**config.mk**
```make
export PLATFORM = sky130hd
export DESIGN_NAME = i2c_target_regfile_flat
export DESIGN_NICKNAME = d
export VERILOG_FILES = /design/src/rtl/i2c_target_regfile_pkg.sv /design/src/rtl/i2c_target_regfile_if.sv /design/src/rtl/i2c_bus_sync.sv /design/src/rtl/i2c_target_regfile.sv /design/src/flat_wrapper.sv
export SDC_FILE = /design/constraint.sdc
export NUM_CORES = 1
export LEC_CHECK = 0
export BUFFER_PORTS_ARGS = -buffer_cell sky130_fd_sc_hd__buf_2
export CAP_MARGIN = 20
export CORE_MARGIN = 8
export CORE_UTILIZATION = 55
export DETAILED_ROUTE_END_ITERATION = 8
export GPL_ROUTABILITY_DRIVEN = 0
export PLACE_DENSITY = 0.75
export SLEW_MARGIN = 20
export SYNTH_ARGS = -nofsm -noshare
export SYNTH_HDL_FRONTEND = slang
export SYNTH_HIERARCHICAL = 1
export SYNTH_SLANG_ARGS = --single-unit
```
**constraint.sdc**
```tcl
create_clock -name clk_ref -period 3.25 [get_ports clk_ref]
set_input_delay 0.65 -clock clk_ref [delete_from_list [all_inputs] [get_ports clk_ref]]
set_output_delay 0.65 -clock clk_ref [all_outputs]
set_load 0.1 [all_outputs]
```
**src/rtl/i2c_target_regfile_pkg.sv**
```systemverilog
// Shared constants for the I2C register-file target.
// One-hot state encoding, bus levels and the default device address.
package i2c_target_regfile_pkg;

  localparam logic [7:0] I2C_DEV_ADDR = 8'h72;
  localparam logic I2C_ACK  = 1'b0;
  localparam logic I2C_NACK = 1'b1;

  localparam int I_IDLE      = 0;
  localparam int I_DEV       = 1;
  localparam int I_DEV_ACK   = 2;
  localparam int I_REG       = 3;
  localparam int I_REG_ACK   = 4;
  localparam int I_WDATA     = 5;
  localparam int I_WDATA_ACK = 6;
  localparam int I_RDATA     = 7;
  localparam int I_RDATA_ACK = 8;

  typedef logic [8:0] state_t;

  localparam state_t S_IDLE      = 9'b000000001;
  localparam state_t S_DEV       = 9'b000000010;
  localparam state_t S_DEV_ACK   = 9'b000000100;
  localparam state_t S_REG       = 9'b000001000;
  localparam state_t S_REG_ACK   = 9'b000010000;
  localparam state_t S_WDATA     = 9'b000100000;
  localparam state_t S_WDATA_ACK = 9'b001000000;
  localparam state_t S_RDATA     = 9'b010000000;
  localparam state_t S_RDATA_ACK = 9'b100000000;

endpackage

```
**src/rtl/i2c_target_regfile_if.sv**
```systemverilog
// I2C pin bundle between a controller (master) and this target (slave).
// sda_in is the resolved wired-AND bus level.
interface i2c_target_regfile_if;
  logic i2c_scl;
  logic i2c_sda_in;
  logic i2c_sda_oe;

  modport master (
    output i2c_scl,
    output i2c_sda_in,
    input  i2c_sda_oe
  );

  modport slave (
    input  i2c_scl,
    input  i2c_sda_in,
    output i2c_sda_oe
  );
endinterface

```
**src/rtl/i2c_bus_sync.sv**
```systemverilog
// SCL/SDA 2-flop synchronizers with edge, START and STOP detection.
// Events are combinational from the synchronized and delayed levels.
module i2c_bus_sync (
  input  logic clk,
  input  logic scl,
  input  logic sda,
  output logic scl_rise,
  output logic scl_fall,
  output logic start_det,
  output logic stop_det,
  output logic sda_s
);

  logic [1:0] scl_q;
  logic [1:0] sda_q;
  logic scl_d;
  logic sda_d;

  always_ff @(posedge clk) begin
    scl_q <= {scl_q[0], scl};
    sda_q <= {sda_q[0], sda};
    scl_d <= scl_q[1];
    sda_d <= sda_q[1];
  end

  assign sda_s     = sda_q[1];
  assign scl_rise  = scl_q[1] & ~scl_d;
  assign scl_fall  = ~scl_q[1] & scl_d;
  assign start_det = scl_q[1] & scl_d & sda_d & ~sda_q[1];
  assign stop_det  = scl_q[1] & scl_d & ~sda_d & sda_q[1];

endmodule

```
**src/rtl/i2c_target_regfile.sv**
```systemverilog
// I2C write target with byte register file and fabric read port.
// Define I2C_TARGET_READ_EN to also serve bus read transactions.
module i2c_target_regfile
  import i2c_target_regfile_pkg::*;
#(
  parameter logic [7:0] DEV_ADDR = I2C_DEV_ADDR,
  parameter int REG_AW = 4
) (
  input  logic clk_ref,
  input  logic reset,
  i2c_target_regfile_if.slave bus,
  output logic busy,
  output logic wr_valid,
  output logic [REG_AW-1:0] wr_addr,
  output logic [7:0] wr_data,
  input  logic [REG_AW-1:0] rd_addr,
  output logic [7:0] rd_data
);

  localparam int DEPTH = 2**REG_AW;

  state_t state, state_n;
  logic scl_rise, scl_fall;
  logic start_det, stop_det, sda_s;
  logic [3:0] cnt, cnt_n;
  logic [6:0] shreg, shreg_n;
  logic [7:0] tx, tx_n;
  logic [REG_AW-1:0] ptr, ptr_n;
  logic oe, oe_n, rw, rw_n;
  logic wr_en, rx, last_bit, dev_hit;
  logic [7:0] byte_in;
  logic [7:0] mem [DEPTH];

  i2c_bus_sync u_sync (
    .clk       (clk_ref),
    .scl       (bus.i2c_scl),
    .sda       (bus.i2c_sda_in),
    .scl_rise  (scl_rise),
    .scl_fall  (scl_fall),
    .start_det (start_det),
    .stop_det  (stop_det),
    .sda_s     (sda_s)
  );

  assign byte_in  = {shreg, sda_s};
  assign last_bit = scl_rise && cnt == 4'd7;
  assign rx = state[I_DEV] | state[I_REG]
            | state[I_WDATA];

`ifdef I2C_TARGET_READ_EN
  logic [7:0] cur;
  assign cur = mem[ptr];
  assign dev_hit = byte_in[7:1] == DEV_ADDR[7:1];
`else
  assign dev_hit = byte_in[7:1] == DEV_ADDR[7:1]
                && byte_in[0] == 1'b0;
`endif

  assign busy = ~state[I_IDLE];
  assign bus.i2c_sda_oe = oe;

  always_ff @(posedge clk_ref) begin
    if (reset) state <= S_IDLE;
    else       state <= state_n;
  end

  always_comb begin
    state_n = state;
    if (start_det) state_n = S_DEV;
    else if (stop_det) state_n = S_IDLE;
    else unique case (1'b1)
      state[I_IDLE]: ;
      state[I_DEV]:
        if (last_bit)
          state_n = dev_hit ? S_DEV_ACK : S_IDLE;
      state[I_DEV_ACK]:
        if (scl_fall && oe)
          state_n = rw ? S_RDATA : S_REG;
      state[I_REG]:
        if (last_bit) state_n = S_REG_ACK;
      state[I_REG_ACK]:
        if (scl_fall && oe) state_n = S_WDATA;
      state[I_WDATA]:
        if (last_bit) state_n = S_WDATA_ACK;
      state[I_WDATA_ACK]:
        if (scl_fall && oe) state_n = S_WDATA;
`ifdef I2C_TARGET_READ_EN
      state[I_RDATA]:
        if (scl_fall && cnt == 4'd8)
          state_n = S_RDATA_ACK;
      state[I_RDATA_ACK]: begin
        if (scl_rise && sda_s == I2C_NACK)
          state_n = S_IDLE;
        if (scl_fall && cnt != 4'd0)
          state_n = S_RDATA;
      end
`endif
      default: ;
    endcase
  end

  always_comb begin
    cnt_n   = cnt;
    shreg_n = shreg;
    tx_n    = tx;
    ptr_n   = ptr;
    oe_n    = oe;
    rw_n    = rw;
    wr_en   = 1'b0;
    if (start_det || stop_det) begin
      cnt_n = '0;
      oe_n  = 1'b0;
    end else begin
      if (rx && scl_rise) begin
        shreg_n = byte_in[6:0];
        cnt_n = last_bit ? 4'd0 : cnt + 4'd1;
      end
      unique case (1'b1)
        state[I_DEV]:
          if (last_bit) rw_n = byte_in[0];
        state[I_REG]:
          if (last_bit) ptr_n = byte_in[REG_AW-1:0];
        state[I_WDATA]:
          if (last_bit) begin
            wr_en = 1'b1;
            ptr_n = ptr + REG_AW'(1);
          end
        state[I_DEV_ACK], state[I_REG_ACK],
        state[I_WDATA_ACK]:
          // first fall pulls SDA low, second fall releases it
          if (scl_fall) begin
            oe_n  = ~oe;
            cnt_n = '0;
`ifdef I2C_TARGET_READ_EN
            if (oe && rw && state[I_DEV_ACK]) begin
              tx_n  = cur;
              oe_n  = ~cur[7];
              cnt_n = 4'd1;
            end
`endif
          end
`ifdef I2C_TARGET_READ_EN
        state[I_RDATA]:
          if (scl_fall) begin
            if (cnt == 4'd8) begin
              oe_n  = 1'b0;
              cnt_n = '0;
            end else begin
              oe_n  = ~tx[6];
              tx_n  = {tx[6:0], 1'b0};
              cnt_n = cnt + 4'd1;
            end
          end
        state[I_RDATA_ACK]: begin
          if (scl_rise && sda_s == I2C_ACK) begin
            ptr_n = ptr + REG_AW'(1);
            cnt_n = 4'd1;
          end
          if (scl_fall && cnt != 4'd0) begin
            tx_n = cur;
            oe_n = ~cur[7];
          end
        end
`endif
        default: ;
      endcase
    end
  end

  always_ff @(posedge clk_ref) begin
    if (reset) begin
      cnt      <= '0;
      shreg    <= '0;
      tx       <= '0;
      ptr      <= '0;
      oe       <= 1'b0;
      rw       <= 1'b0;
      wr_valid <= 1'b0;
      wr_addr  <= '0;
      wr_data  <= '0;
      rd_data  <= '0;
      for (int i = 0; i < DEPTH; i++)
        mem[i] <= '0;
    end else begin
      cnt      <= cnt_n;
      shreg    <= shreg_n;
      tx       <= tx_n;
      ptr      <= ptr_n;
      oe       <= oe_n;
      rw       <= rw_n;
      wr_valid <= wr_en;
      rd_data  <= mem[rd_addr];
      if (wr_en) begin
        wr_addr  <= ptr;
        wr_data  <= byte_in;
        mem[ptr] <= byte_in;
      end
    end
  end

endmodule

```
**src/flat_wrapper.sv**
```systemverilog
// flat-port wrapper written by rule: the top's interface ports become plain ports
module i2c_target_regfile_flat import i2c_target_regfile_pkg::*;
#(
  parameter logic [7:0] DEV_ADDR = I2C_DEV_ADDR,
  parameter int REG_AW = 4
)
  (clk_ref, reset, busy, wr_valid, wr_addr, wr_data, rd_addr, rd_data, bus_i2c_scl, bus_i2c_sda_in, bus_i2c_sda_oe);
  i2c_target_regfile_if bus_i ();
  input  logic clk_ref;
  input  logic reset;
  output logic busy;
  output logic wr_valid;
  output logic [REG_AW-1:0] wr_addr;
  output logic [7:0] wr_data;
  input  logic [REG_AW-1:0] rd_addr;
  output logic [7:0] rd_data;
  input wire logic [$bits(bus_i.i2c_scl)-1:0] bus_i2c_scl;
  input wire logic [$bits(bus_i.i2c_sda_in)-1:0] bus_i2c_sda_in;
  output wire logic [$bits(bus_i.i2c_sda_oe)-1:0] bus_i2c_sda_oe;
  assign bus_i.i2c_scl = bus_i2c_scl;
  assign bus_i.i2c_sda_in = bus_i2c_sda_in;
  assign bus_i2c_sda_oe = bus_i.i2c_sda_oe;
  i2c_target_regfile #(.DEV_ADDR(DEV_ADDR), .REG_AW(REG_AW)) u_core (.clk_ref(clk_ref), .reset(reset), .bus(bus_i), .busy(busy), .wr_valid(wr_valid), .wr_addr(wr_addr), .wr_data(wr_data), .rd_addr(rd_addr), .rd_data(rd_data));
endmodule
```
==> results <==
- The flow ran to the end, and the final reports show no timing, DRC or antenna violations.
- The path class of the tightest hold or removal check is input pin to register.
- By count the netlist is led by 128 x sky130_fd_sc_hd__edfxtp_1, 113 x sky130_fd_sc_hd__and2_1, 51 x sky130_fd_sc_hd__dfxtp_1.
- In this run the number of H-tree levels came out at 4.
- Setup repair after global routing left no endpoint under its margin.
- The effective utilization at floorplan is 56.10%.
- Post-CTS repair changed the size of 0 cells.
- The via count of the first global-routing pass is about 5100.
- The finished cells cover 8991 um^2.
- For this design the static power due to leakage is 3.277 nW.
- The worst supply voltage drop on vdd is 375.9 uV.
- For the worst setup path, the data required time is 3.38 ns.
- The fraction of synthesized cell area in xor and xnor cells is 0.2157%.
- The standard cell with the maximum stage delay on the critical path is sky130_fd_sc_hd__and4b_1.
- Clock skew on the completed layout was measured at 0.005670 ns.
- Yosys instantiated no cell more often than sky130_fd_sc_hd__edfxtp_1.
- Clock tree synthesis found a total of 179 sinks.
- Setup violations remaining at the end of the flow were counted as 0.
- The number of antenna diodes in the final layout is 0.
- The worst relative slew slack is 37.11%.
- The tightest hold margin is 0.3211 ns.
- The total overflow left after global routing is 0.
- The arithmetic-cell share of the synthesized area counting full adders, half adders and majority gates is 0.7702%.
- By area the synthesized netlist is led by sky130_fd_sc_hd__edfxtp_1 47%, sky130_fd_sc_hd__dfxtp_1 13%, sky130_fd_sc_hd__and2_1 8.7%, sky130_fd_sc_hd__mux4_2 4.4%, sky130_fd_sc_hd__mux2i_1 2.8%.
- The post-synthesis average cell area is 12.71 um^2.
- Of the cells placed in the final design, the portion with a size suffix greater than 1 is between 10% and 20%.
- The number of antenna violations at the first check in global routing is 0.
- Including well taps, the total number of placed cells is 830.
- The area fraction of the dominant cell type after synthesis is 47.32%.
- In this design, the stage delay of the slowest critical-path cell is 0.58 ns.
- Dividing the detail-routed wire length by the instance count gives 21.06 um.
- In this run the core area contains 44 standard-cell rows.
- The synthesized design contains 128 enable-type register cells.
- Once detailed placement completed, the half-perimeter wirelength came to between 10000 and 15000 um.
- From left edge to right edge, the die measures 137.5 um.
- The count of pins over their slew limit was 0.
- The worst register-to-register path begins at u_core/u_sync/scl_q[1]$_DFF_P_.
- The post-synthesis sequential area ratio is approximately three fifths.
- The share of flip-flops with an asynchronous set or reset after synthesis is 0%.
- No sink is reached through more buffers than the 2 on the longest clock path.
- The first detailed-routing pass took 5 iterations.
- The complex-gate fraction of the synthesized area is 6.408%.
- In this run the cell area measured after placement is 8423 um^2.
- The remaining number of nets flagged by the antenna check after routing is 0.
- The I/O pin count is 31.
- Timing would allow up to 381.0 MHz.
- The power per cell area is 542.2 nW/um^2.
- The kind of end point of the critical path is a register.
- During synthesis, Yosys emitted a total of 6 warnings.
- The dominant synthesized flop cell is sky130_fd_sc_hd__edfxtp_1.
- Global routing used about a fifth of the available tracks.
- Walking the worst path, the cells encountered are nor2b_1, and4b_1, nand4_1, nor3_2, or2_2.
- The number of remaining DRC errors is 0.
- Synthesis produced a netlist whose cell count is 639.
- The basic-gate share of the synthesized area counting and, or, nand and nor cells is 19.05%.
- The number of DRC markers in iteration 0 is 523.
- The first global-routing pass estimated between 20000 and 30000 um of wire.
- The area growth from synthesis to layout is 10.69%.
- The core region is 14480 um^2.
- For the pin with the worst max-slew slack, the measured transition is 0.9421 ns.
- The smallest clock period supported by the final layout is computed as ~2.6 ns.
- The number of non-filler instances in the completed layout is between 800 and 900.
- In this run the most critical hold path is launched from bus_i2c_scl.
- The total wire length is 18160 um.
- The clock transition at the register clock pins on the worst setup and hold paths after CTS is 0.06 ns.
- Counting distinct cell types in the post-synthesis netlist gives 56.
- The TritonCTS clock tree is done.
- The synthesized design spends more area on one cell type than any other, namely sky130_fd_sc_hd__edfxtp_1.
- The floorplan step defined a die boundary enclosing ~19000 um^2.
- Summing over every cut layer, the via total after detailed routing is roughly 5100.
- The startpoint type of the worst setup path is a register.
- The synthesized flop and latch total is 179.
- The final number of hold-violating endpoints is 0.
- The final total power is a little under 5 mW.
- The highest fanout seen on the critical path is 15.
- The launching instance or port of the critical path is u_core/u_sync/scl_q[1]$_DFF_P_.
- In the final timing run, aggregate negative setup slack is 0 ns.
- The multiplexer area fraction after synthesis is 9.627%.
- The tree is rooted in a sky130_fd_sc_hd__clkbuf_16.
- After clock tree synthesis, the flow added hold-fix buffers numbering 0.
- After detailed routing, the number of vias per cell comes to roughly 5.9.
- The port buffer count is 30.
- In this run, CTS created clock tree buffers numbering 17.
- The number of nets in the synthesized netlist is 652.
- The net count of the finished layout is 678.
- The share of the clock period used by the worst path after layout is between 80% and 90%.
- At the later pin of the worst-skew pair, clock insertion delay measures 0.43 ns.
- The pin count of the biggest net entering global routing is 33.
- The number of max-capacitance violations reported is 0.
- The type of the setup path with the least slack is register to register.
- Data on the critical path arrives at its endpoint at 2.75 ns.
- The die is 137.5 um tall.
- The synthesized netlist occupies a cell area of about 8100 um^2.
- By area, the combinational part of the netlist is dominated by simple AND/OR/NAND/NOR gates.
- Post-CTS timing repair inserted 0 buffers for setup.
worst max-delay path: cells and delay by family (launching register included):
kind | cells | cell delay (ns)
simple gates | 5 | 1.96
flops | 1 | 0.37
layout by cell type (no fill, tap or decap), types with 7 or more instances in the layout:
master and n:
sky130_fd_sc_hd__a211oi_1 13, sky130_fd_sc_hd__a21oi_1 16, sky130_fd_sc_hd__and2_1 113, sky130_fd_sc_hd__buf_2 30, sky130_fd_sc_hd__buf_4 26, sky130_fd_sc_hd__clkbuf_16 17
sky130_fd_sc_hd__dfxtp_1 51, sky130_fd_sc_hd__edfxtp_1 128, sky130_fd_sc_hd__inv_1 13, sky130_fd_sc_hd__mux2i_1 23, sky130_fd_sc_hd__mux4_2 16, sky130_fd_sc_hd__nand2_1 23
sky130_fd_sc_hd__nand3_1 13, sky130_fd_sc_hd__nor2_1 29, sky130_fd_sc_hd__nor2_2 12, sky130_fd_sc_hd__nor2b_1 20, sky130_fd_sc_hd__nor3_1 21, sky130_fd_sc_hd__o21ai_0 17
sky130_fd_sc_hd__o32ai_1 7
per-layer routing:
layer / vias to the layer above / routed length (um) / GRT usage (%) / share of wire (%)
li1: 2382 / - / - / -
met1: 2503 / 7694 / 25.36 / 42
met2: 175 / 8718 / 31.89 / 48
met3: 41 / 1217 / 4.960 / 6.7
met4: 0 / 527 / 9.475 / 2.9
met5: - / 0 / 0 / 0
path summary, 6_finish.rpt:
check,cells past startpoint,slack (ns),end
worst min register to register,0,0.34,u_core/u_sync/scl_q[1]$_DFF_P_
worst max register to register,5,0.63,u_core/mem[1][3]$_SDFFCE_PN0P_
worst min-delay path,1,0.32,u_core/u_sync/scl_q[0]$_DFF_P_
worst max-delay path,5,0.63,u_core/mem[1][3]$_SDFFCE_PN0P_
logic make-up after synthesis:
group	after synthesis
compound gates	75
buf+inv	63
flops	179
simple gates	267
mux	48
xor+xnor	2
fa+ha+maj	5
area by class of cell:
class	instances	area, um^2
tap	184	230.2
fill	1064	5488
timing repair buffer	56	345.3
multi-input combinational	397	2930
clock buffer	17	425.4
inverter	14	52.55
clock inverter	15	142.6
sequential	179	4865
sequential cells by signal, summed over array words and instances, names as in the netlist:
register	cells
u_core/mem	128
u_core/rd_data	8
u_core/wr_data	8
u_core/shreg	7
u_core/state	7
u_core/cnt	4
u_core/ptr	4
u_core/wr_addr	4
u_core/u_sync/scl_q	2
u_core/u_sync/sda_q	2
u_core/bus.i2c_sda_oe	1
u_core/rw	1
u_core/u_sync/scl_d	1
u_core/u_sync/sda_d	1
u_core/wr_valid	1
metrics by stage:
step / setup slack, ns / utilization, %
after floorplan: 0.8598 / -
after global placement: 0.7504 / 58.17
after detailed placement: 0.6709 / 58.17
after CTS: 0.6750 / 62.10
after global routing: 0.4000 / 62.10
final: 0.6256 / 62.10
where the power goes:
| part | switching, mW | leakage, nW | internal [mW] | total [mW] |
|---|---|---|---|---|
| Clock | 0.839 | 0.258 | 1.12 | 1.96 |
| Combinational | 0.231 | 1.39 | 0.108 | 0.339 |
| Sequential | 0.0422 | 1.63 | 2.54 | 2.58 |
Note: power is estimated with default switching activity, not from simulation.
